==> config.mk <==
export PLATFORM = sky130hd
export DESIGN_NAME = parking_gate_ctrl
export DESIGN_NICKNAME = d
export VERILOG_FILES = /design/src/rtl/parking_gate_ctrl.sv
export SDC_FILE = /design/constraint.sdc
export NUM_CORES = 1
export LEC_CHECK = 0
export BUFFER_PORTS_ARGS = -buffer_cell sky130_fd_sc_hd__buf_2
export CAP_MARGIN = 10
export CELL_PAD_IN_SITES_DETAIL_PLACEMENT = 0
export CELL_PAD_IN_SITES_GLOBAL_PLACEMENT = 1
export CORE_MARGIN = 8
export CORE_UTILIZATION = 25
export CTS_CLUSTER_SIZE = 12
export DETAILED_ROUTE_END_ITERATION = 8
export GPL_TIMING_DRIVEN = 0
export PLACE_DENSITY = 0.54
export SETUP_SLACK_MARGIN = 0.5
export SLEW_MARGIN = 10
export SYNTH_ARGS = -nofsm -noshare
export SYNTH_HDL_FRONTEND = slang
export SYNTH_SLANG_ARGS = --single-unit
==> constraint.sdc <==
create_clock -name clk -period 2.2 [get_ports clk]
set_input_delay 0.55 -clock clk [delete_from_list [all_inputs] [get_ports clk]]
set_output_delay 0.55 -clock clk [all_outputs]
set_load 0.01 [all_outputs]
==> src/rtl/parking_gate_ctrl.sv <==
// Parking barrier controller: edge-detects debounced entry/exit/pass levels, runs the gate FSM
// and tracks occupancy. Optional open-gate timeout is enabled by defining PARK_TIMEOUT_EN.
module parking_gate_ctrl #(
   parameter int CAPACITY     = 8,
   parameter int CNT_W        = 4,
   parameter int OPEN_CYCLES  = 50_000_000,
   parameter int CLOSE_CYCLES = 10_000_000,
   parameter int TIMER_W      = 26
) (
   input  logic             clk,
   input  logic             rst_n,
   input  logic             entryBtn,
   input  logic             exitBtn,
   input  logic             passSensor,
   output logic             gateOpen,
   output logic [CNT_W-1:0] occupancy,
   output logic [CNT_W-1:0] freeSlots,
   output logic             full,
   output logic             empty,
   output logic             reject,
   output logic             timeout
);

   typedef enum logic [1:0] {
      S_IDLE,
      S_IN_OPEN,
      S_OUT_OPEN,
      S_CLOSE
   } state_t;

   localparam logic [CNT_W-1:0]   LP_CAP        = CNT_W'(CAPACITY);
   localparam logic [TIMER_W-1:0] LP_OPEN_LAST  = TIMER_W'(OPEN_CYCLES - 1);
   localparam logic [TIMER_W-1:0] LP_CLOSE_LAST = TIMER_W'(CLOSE_CYCLES - 1);

   state_t             r_state;
   logic               r_gate_open;
   logic [CNT_W-1:0]   r_occupancy;
   logic               r_reject;
   logic [TIMER_W-1:0] r_timer;
   logic               r_entry_prev;
   logic               r_exit_prev;
   logic               r_pass_prev;

   logic w_entry_rise;
   logic w_exit_rise;
   logic w_pass_rise;
   logic w_full;
   logic w_empty;

   assign w_entry_rise = entryBtn & ~r_entry_prev;
   assign w_exit_rise  = exitBtn & ~r_exit_prev;
   assign w_pass_rise  = passSensor & ~r_pass_prev;
   assign w_full       = (r_occupancy == LP_CAP);
   assign w_empty      = (r_occupancy == '0);

   // NOTE: history resets to 1 so a level already high when rst_n releases is not seen as a rise.
   always_ff @(posedge clk or negedge rst_n) begin
      if (!rst_n) begin
         r_entry_prev <= 1'b1;
         r_exit_prev  <= 1'b1;
         r_pass_prev  <= 1'b1;
      end else begin
         r_entry_prev <= entryBtn;
         r_exit_prev  <= exitBtn;
         r_pass_prev  <= passSensor;
      end
   end

`ifdef PARK_TIMEOUT_EN
   logic r_timeout;
`endif

   always_ff @(posedge clk or negedge rst_n) begin
      if (!rst_n) begin
         r_state     <= S_IDLE;
         r_gate_open <= 1'b0;
         r_occupancy <= '0;
         r_reject    <= 1'b0;
         r_timer     <= '0;
`ifdef PARK_TIMEOUT_EN
         r_timeout   <= 1'b0;
`endif
      end else begin
         r_reject  <= 1'b0;
`ifdef PARK_TIMEOUT_EN
         r_timeout <= 1'b0;
`endif
         case (r_state)
            S_IDLE: begin
               r_timer <= '0;
               // Exit wins a simultaneous request; the losing entry is silently dropped.
               if (w_exit_rise) begin
                  if (w_empty) begin
                     r_reject <= 1'b1;
                  end else begin
                     r_state     <= S_OUT_OPEN;
                     r_gate_open <= 1'b1;
                  end
               end else if (w_entry_rise) begin
                  if (w_full) begin
                     r_reject <= 1'b1;
                  end else begin
                     r_state     <= S_IN_OPEN;
                     r_gate_open <= 1'b1;
                  end
               end
            end

            S_IN_OPEN, S_OUT_OPEN: begin
               if (w_pass_rise) begin
                  if (r_state == S_IN_OPEN && !w_full) begin
                     r_occupancy <= r_occupancy + 1'b1;
                  end else if (r_state == S_OUT_OPEN && !w_empty) begin
                     r_occupancy <= r_occupancy - 1'b1;
                  end
                  r_state     <= S_CLOSE;
                  r_gate_open <= 1'b0;
                  r_timer     <= '0;
`ifdef PARK_TIMEOUT_EN
               end else if (r_timer == LP_OPEN_LAST) begin
                  r_state     <= S_CLOSE;
                  r_gate_open <= 1'b0;
                  r_timer     <= '0;
                  r_timeout   <= 1'b1;
`endif
               end else if (r_timer != LP_OPEN_LAST) begin
                  // Open-time counter saturates; only the timeout build acts on it.
                  r_timer <= r_timer + 1'b1;
               end
            end

            S_CLOSE: begin
               if (r_timer == LP_CLOSE_LAST) begin
                  r_state <= S_IDLE;
                  r_timer <= '0;
               end else begin
                  r_timer <= r_timer + 1'b1;
               end
            end

            default: begin
               r_state     <= S_IDLE;
               r_gate_open <= 1'b0;
               r_timer     <= '0;
            end
         endcase
      end
   end

   assign gateOpen  = r_gate_open;
   assign occupancy = r_occupancy;
   assign freeSlots = LP_CAP - r_occupancy;
   assign full      = w_full;
   assign empty     = w_empty;
   assign reject    = r_reject;
`ifdef PARK_TIMEOUT_EN
   assign timeout   = r_timeout;
`else
   assign timeout   = 1'b0;
`endif

endmodule

Word-level counts from Yosys, hierarchy flattened:

Index checks and enable logic that the tools add are counted.

* register bits after elaboration: 37
* latch bits: 0
* memory bits (writable): 0
* ROM bits: 0
* input port bits: 5
* logic and storage cells: 66
* memories kept: 0

* $add $sub $neg: 4
* $mul: 0
* div/mod/pow operators: 0
* order comparisons: 0
* equality and inequality tests: 12
* shift-type cells: 0
* mux-type cells: 24
* bitwise operators: 6
* reductions and logical operators: 12

Operator list (count)
* $mux W26: 3
* $pmux W26 S3: 1
* $add A26 B1 Y26 const B: 1
* $eq A26 B24 Y1 const B: 1
* $ne A26 B26 Y1 const B: 1
* $mux W2: 6
* $ne A3 B3 Y1 const B: 4
* $mux W1: 10
* $reduce_and A5 Y1: 2
* $mux W4: 2
* $pmux W2 S3: 1
* $add A4 B1 Y4 const B: 1
* $eq A2 B2 Y1 const B: 2
* $eq A4 B4 Y1 const B: 1
* $logic_not A4 Y1: 1
* $ne A2 B2 Y1 const B: 2
* $reduce_bool A2 Y1: 2
* $sub A4 B1 Y4 const B: 1
* $sub A4 B4 Y4 const A: 1
* $and A1 B1 Y1: 3
* $not A1 Y1: 3
* $reduce_and A3 Y1: 1
* $eq A2 B1 Y1 const B: 1
* $logic_and A1 B1 Y1: 2
* 4 further kinds: 5

Depth between registers and ports, before layout:

Gate-level depths: netlist (run 1).

* depth in word-level cells: 5
* gate-level depth with buffers: 10

Least setup slack after synthesis (run 1):

OpenSTA, ideal clock, no wires.

* path type: register to register
* start: reg r_occupancy[0] (netlist: occupancy[0])
* end: reg r_occupancy[3] (netlist: occupancy[3])
* data arrival time: 2.129 ns
* required time: 2.077 ns
* path slack: -0.053 ns
* cell stages (with the launch flop): 11
* period minus slack after synthesis: 2.253 ns
* cell sequence: dfrtp_1 -> inv_1 -> ha_1 -> and3b_1 -> nand2b_1 -> ha_1 -> a21o_1 -> a21oi_1 -> xnor2_1 -> nand2_1 -> xnor2_1

* longest elaborated chain between the ends: 5

Ends and longest elaborated chain
* from (decl): RTL line 37 `logic [CNT_W-1:0] r_occupancy;`
* from (signal assigned): RTL line 112 `r_occupancy <= r_occupancy + 1'b1;`
* from (signal assigned): RTL line 114 `r_occupancy <= r_occupancy - 1'b1;`
* $eq A4 B4 Y1 *: RTL line 53 `assign w_full = (r_occupancy == LP_CAP);`
* named net full: RTL line 18 `output logic full,`
* $logic_not A1 Y1 *: RTL line 111 `if (r_state == S_IN_OPEN && !w_full) begin`
* $logic_and A1 B1 Y1 *: RTL line 111
* $reduce_bool A2 Y1 (no line)
* $reduce_and A3 Y1 (no line)

Mark *: on every way through the listed nets, which the timed path passes. The rest lies on a longest branch. The select of a mux whose other input is x is not followed.
A chain may end at the register's enable or synchronous reset.

Worst setup path after layout (run 1):

* start: reg r_occupancy[0] (netlist: occupancy[0])
* end: out full

* longest elaborated chain between the ends: 1

Ends and longest elaborated chain (RTL line)
* $eq A4 B4 Y1: 53
* to (decl): 18

No other way between the ends.

==> results.md, run 1 <==
* Top-count cell post-synth: dfrtp_1
* Buf/Inv on CP at 4
* Routed WL at 5235 um
* Area after DPL at 2370 um2
* Post-synth top area share at 0.4021
* Clock root cell: clkbuf_8
* # setup viols final at 0
* Clock Tree Buf Depth at 2
* Post-synth EDFFs at 0
* Num CTS Buffers at 5
* Detail Route Antenna Nets at 0
* # diodes at 0
* Cell taking the most area after synthesis: dfrtp_1
* Max_cap viols at 0
* Status: finished clean
* Critical Path Most Common Cell: buf_6
* Worst skew pair latency at 0.29 ns
* WL/cell at 14.11 um
* Vias at 1,715
* Die width at 108.0 um
* Design area at 3122 um2
* Multi-input logic area at 1459 um2
* I/O pins at 18
* Row cnt at 33
* Critical path cell sequence: inv_2 > ha_4 > and3b_2 > buf_4 > buf_6 > buf_6
* Chip Height at 108.0 um
* Tmin final at 1.979 ns
* H-tree depth at 2
* Clk sink count at 37
* Hold Crit Class: in -> async
* Hold Vio Cnt, Final at 0
* Crit share post-route at 0.8996
* CORE AREA at 8217 um2
* Crit end category: primary output
* Ratio of cells with drive above 1 in the final layout at 0.4887
* Hold_buf cts at 0
* Number of global-route vias before repair at 1,749
* Fin nets at 279
* Sequential standard cell area at 935.9 um2
* Worst IR drop on VDD at 0.6631 mV
* First-pass GRT wire length at 8473 um
* Syn_nets at 222
* Relative slew slack at 0.4260
* Max FO, Critical Path at 3
* Final hold slack at 0.3624 ns
* Most frequent cells after synthesis: 34 x dfrtp_1, 24 x nor2_1, 19 x xor2_1
* Gr usage total at 0.09084
* Slowest cell on crit path: dfrtp_2
* Non-filler cells, final at 371
* Largest net degree at the start of global routing at 38
* Netlist cell types at 48
* Placer Congestion at 0.7043
* Delay-heaviest family, CP: buffers and inverters
* Synth Flop Type: dfrtp_1
* DRT Pass-1 Iters at 4
* Initial Util at 0.2575
* Critical Path Start Type: flop
* Area delta synth->final at 47.55%
* Fillers at 808
* Worst slew pin tran at 0.8611 ns
* Max stage delay on crit path at 0.39 ns
* Via-per-instance ratio at 4.623
* Initial antenna violation count at 0
* Yosys warning count at 0
* Register bit total from synthesis at 37
* Clock Skew at 0.006684 ns
* Placed instance count at 329
* Post-synthesis sequential area ratio at 0.4394
* Static leakage at 1.317 nW
* Pwr Density at 1158 nW/um2
* Mean Syn Cell Area at 10.17 um2
* CTS tree: done
* Syn Inst Count at 208
* Post-Syn Area at 2116 um2
* Ys async rst share at 1.000
* Crit path DAT at 1.43 ns
* Post-route DRC at 0
* Worst-path clk slew at 0.08 ns
* RSZ-0062 raised after global routing: yes
* Grt ovf at 0
* Port buffer count at 16
* Post-Route Setup TNS at 0 ns
* Final core occ at 0.3799
* Top cells by area, synth: dfrtp_1 40%, xor2_1 7.9%, ha_1 4.7%, nor2_1 4.3%, nand4_1 3.8%
* CP required at 1.65 ns
* Initial DRC Count at 64
* Critical path type: reg -> out
* Post-DP HPWL at 3214 um
* Max frequency at 0.5053 GHz
* Die area at 11,660 um2
* Max Slew Vio Count at 0
report_power, final:
part	internal [W]	total (W)	switching [W]
combinational	0.00114	0.00226	0.00113
clock	0.000220	0.000474	0.000254
sequential	0.000776	0.000877	0.000100
total	0.00213	0.00362	0.00148
routing by layer:
layer / routed length (um) / up-vias / track usage
met1: 2551 / 852 / 0.1168
li1: - / 843 / -
met2: 2501 / 15 / 0.1430
met5: 0 / - / 0
met4: 50 / 0 / 0.03568
met3: 131 / 5 / 0.02261
repair_timing:
item | 4_1_cts | 5_1_grt
cloned | 2 | 1
resized for setup | 31 | 66
pin swaps | 15 | 28
setup endpoints to repair | 38 | 36
buffers inserted | 18 | 13
sequential cells by signal, indices dropped and copies added, names as in the netlist:
name,cells
gateOpen,1
r_pass_prev,1
r_timer,26
r_exit_prev,1
reject,1
occupancy,4
r_entry_prev,1
r_state,2
final timing paths:
| check | start | to | slack, ns | cells past startpoint |
|---|---|---|---|---|
| max | occupancy[0] | full | 0.22 | 6 |
| min | rst_n | r_timer[9] | 0.36 | 1 |
| max reg2reg | occupancy[1] | occupancy[3] | 0.30 | 10 |
| min reg2reg | gateOpen | gateOpen | 0.52 | 1 |
| max in group asynchronous | rst_n | occupancy[0] | 1.23 | 1 |
| min in group clk | passSensor | r_pass_prev | 0.37 | 1 |
area by class of cell:
type,count,area share
repair buffers,50,0.1303
clock inverters,2,0.003206
multi-input cells,157,0.4673
well taps,105,0.04208
clock buffers,6,0.02325
inverters,6,0.007214
plain buffers,8,0.02685
flip-flops and latches,37,0.2998
cell usage in the layout, fill, tap and decap left out, types with 5 or more instances in the layout:
cell,netlist,routed
xnor2_1,6,5
nand2_1,13,13
xor2_1,19,18
buf_6,2,10
nor2_1,24,6
dfrtp_1,34,29
nand3_1,7,6
nand4_1,13,13
clkbuf_8,0,5
buf_4,3,27
nor2_4,0,15
and3_1,5,5
buf_2,1,15
dfrtp_2,0,5
a21oi_1,8,5
cells by family (layout without fill, tap and decap cells):
| logic type | Yosys count | after routing | share of synthesized area |
|---|---|---|---|
| buf+inv | 14 | 72 | 0.03784 |
| simple gates | 91 | 91 | 0.2508 |
| mux | 5 | 5 | 0.02602 |
| other cells | 1 | 1 | 0.001772 |
| flops | 37 | 37 | 0.4394 |
| fa+ha+maj | 9 | 9 | 0.05677 |
| xor+xnor | 25 | 25 | 0.1035 |
| compound gates | 26 | 26 | 0.08397 |
through the flow:
stage | worst slack [ns] | power (W)
4_1_cts | 0.2791 | 0.003114
3_5_place_dp | 0.1105 | 0.002188
2_1_floorplan | 0.1878 | 0.001850
5_1_grt | 0.1749 | 0.003864
6_report | 0.2210 | 0.003615
3_3_place_gp | 0.1100 | 0.002194
Power figures use the tool's default switching activity.
==> run 2, diff against run 1 <==
PLACE_DENSITY = 0.45   (was 0.54)
clock period = 1.7 ns   (was 2.2 ns; I/O delays follow)
==> results.md, run 2 (synthesis gave the netlist of run 1 again) <==
* Post-Route Setup TNS at -4.896 ns (-4.896 ns)
* Initial DRC Count at 37 (-42%)
* Max frequency at 0.5043 GHz
* Most frequent cells in the layout: 34 x buf_4, 33 x buf_6, 26 x dfrtp_1
* Largest net degree at the start of global routing at 38 (unchanged)
* Max FO, Critical Path at 2 (-1)
* Die width at 108.0 um (unchanged)
* Buf/Inv on CP at 13 (+9)
* Crit share post-route at 1.166
* RSZ-0062 raised after global routing: yes
* Static leakage at 1.439 nW (+9.3%)
* Largest register FFs at 26 (unchanged)
* Cell internal pwr at 0.003262 W (+53%)
* First-pass GRT wire length at 9480 um (+12%)
* Post-route DRC at 0 (unchanged)
* CP required at 1.87 ns (+0.22 ns)
* Clock root cell: clkbuf_8
* Ratio of cells with drive above 1 in the final layout at 0.5629 (+0.07422)
* Initial antenna violation count at 0 (unchanged)
* Crit end category: flop
* Critical Path Start Type: flop
* Max_cap viols at 0 (unchanged)
* CTS tree: done
* Pwr Density at 1573 nW/um2 (+36%)
* H-tree depth at 2 (unchanged)
* Clk sink count at 37 (unchanged)
* Delay-heaviest family, CP: buffers and inverters
* Worst slew pin tran at 0.9066 ns (+0.04556 ns)
* Tmin final at 1.983 ns
* Gr usage total at 0.1020 (+0.01119)
* Fin nets at 299 (+7.2%)
* Failing checks: setup timing
* # setup viols final at 37 (+37)
* Row cnt at 33 (unchanged)
* Hold Crit Class: in -> reg
* Post-DP HPWL at 3500 um (+8.9%)
* Die area at 11,660 um2 (unchanged)
* Critical path launch point: occupancy[0]
* Hold Vio Cnt, Final at 0 (unchanged)
* Gate power share at 0.667 (+0.041)
* Final WS setup at -0.2829 ns (-0.5038 ns)
* Clock Skew at 0.006805 ns (+0.0001209 ns)
* DRT Pass-1 Iters at 4 (unchanged)
* Via-per-instance ratio at 4.660 (+0.80%)
* Clock power frac at 0.122 (-0.009)
* Slowest cell on crit path: dfrtp_2
* Grt ovf at 0 (unchanged)
* Placer Congestion at 0.6677 (-5.2%)
* Final core occ at 0.4148 (+0.03487)
* Worst-path clk slew at 0.08 ns (about the same)
* Status: complete, but fails checks
* Max stage delay on crit path at 0.39 ns (about the same)
* Critical Path Most Common Cell: buf_6
* Clock Tree Buf Depth at 2 (unchanged)
* Sw Ratio at 0.3914 (-0.01870)
* Critical path type: reg -> reg
* Worst IR drop on VDD at 0.7189 mV (+8.4%)
* Most common cell after layout, fill and taps aside: buf_4
* Chip Height at 108.0 um (unchanged)
* Hold path start: entryBtn
* Routed WL at 5910 um (+13%)
* Port buffer count at 16 (unchanged)
* Worst skew pair latency at 0.29 ns (about the same)
* I/O pins at 18 (unchanged)
* CORE AREA at 8217 um2 (unchanged)
* # diodes at 0 (unchanged)
* Relative slew slack at 0.3956 (-0.03038)
* Detail Route Antenna Nets at 0 (unchanged)
* Initial Util at 0.2575 (unchanged)
* Hold_buf cts at 0 (unchanged)
* Critical path cell sequence: inv_2 > buf_4 > buf_6 > buf_6 > buf_6 > buf_6 > buf_6 > buf_4 > buf_4 > buf_6 > buf_6 > buf_6 > buf_6 > xnor2_2
* FF-to-FF Start: occupancy[0]
* Crit path DAT at 2.15 ns (+0.72 ns)
* Sequential share of power at 0.210 (-0.033)
* Number of global-route vias before repair at 1,825 (+4.3%)
* NetSw at 0.002098 W (+41%)
* Max Slew Vio Count at 0 (unchanged)
* Vias at 1,822 (+6.2%)
* WL/cell at 15.12 um (+7.1%)
* Area delta synth->final at 61.09%
* Num CTS Buffers at 5 (unchanged)
* Top reg by flops: r_timer
## run 2: cell count changes in the layout (fill, tap and decap cells not counted), moves of 3 or more
cell | before | now
buf_6 | 10 | 33
buf_2 | 15 | 7
buf_4 | 27 | 34
buf_8 | 4 | 1
dfrtp_1 | 29 | 26
dfrtp_2 | 5 | 8
nor2_2 | 3 | 6
nor2_4 | 15 | 12
## run 2: layout make-up
class,instances,area [um2]
Buffer,8,85.08
Clock buffer,8,90.09
Fill cell,785,4808
Inverter,6,22.52
Multi-Input combinational cell,157,1506
Sequential cell,37,939.7
Tap cell,105,131.4
Timing Repair Buffer,70,633.1
## run 2: timing repair
item,4_1_cts,5_1_grt
setup endpoints to repair,46,46
pin swaps,23,16
gates resized for setup,48,57
setup buffers,35,16
gates cloned,2,1
## run 2: per-stage QoR
stage | hold slack (ns) | cells | area, um2 | setup WS [ns] | power [W]
after floorplan | 0.1294 | 208 | 2260 | -0.2925 | 0.002603
after CTS | 0.2271 | 374 | 3038 | -0.2115 | 0.004618
after global placement | 0.4999 | 329 | 2471 | -0.3597 | 0.003097
after detailed placement | 0.4976 | 329 | 2471 | -0.3499 | 0.003077
final | 0.2390 | 391 | 3408 | -0.2829 | 0.005360
after global routing | 0.2251 | 391 | 3408 | -0.3195 | 0.005707
## run 2: final timing paths
check	to	slack (ns)	depth (start not counted)
worst max-delay path	occupancy[0]	-0.28	14
worst min-delay path	r_entry_prev	0.24	1
worst max register to register	occupancy[0]	-0.28	14
worst min register to register	occupancy[1]	0.58	2
max in group asynchronous	r_timer[13]	0.80	1
min in group asynchronous	occupancy[0]	0.26	1
## run 2: power by group through the flow
| stage | Combinational [W] | Clock (W) | Sequential, W |
|---|---|---|---|
| 6_report | 0.00358 | 0.000657 | 0.00113 |
| 4_1_cts | 0.00279 | 0.000683 | 0.00114 |
| 3_3_place_gp | 0.00191 | 0 | 0.00119 |
| 3_5_place_dp | 0.00190 | 0 | 0.00118 |
| 5_1_grt | 0.00385 | 0.000716 | 0.00114 |
| 2_1_floorplan | 0.00142 | 0 | 0.00118 |
## run 2: routing by layer
metal,vias up,wire length (um),track usage
met5,-,0,0
met3,4,136,0.02201
met4,0,43,0.02676
met2,28,2772,0.1582
met1,902,2957,0.1399
li1,888,-,-
## run 2: worst register-to-register path, cell delays in order, from the launching register on
cell     delay (ns)
dfrtp_2        0.39
inv_2          0.06
buf_4          0.13
buf_6          0.11
buf_6          0.10
buf_6          0.11
buf_6          0.10
buf_6          0.10
buf_4          0.11
buf_4          0.12
buf_6          0.11
buf_6          0.11
buf_6          0.10
buf_6          0.11
xnor2_2        0.11
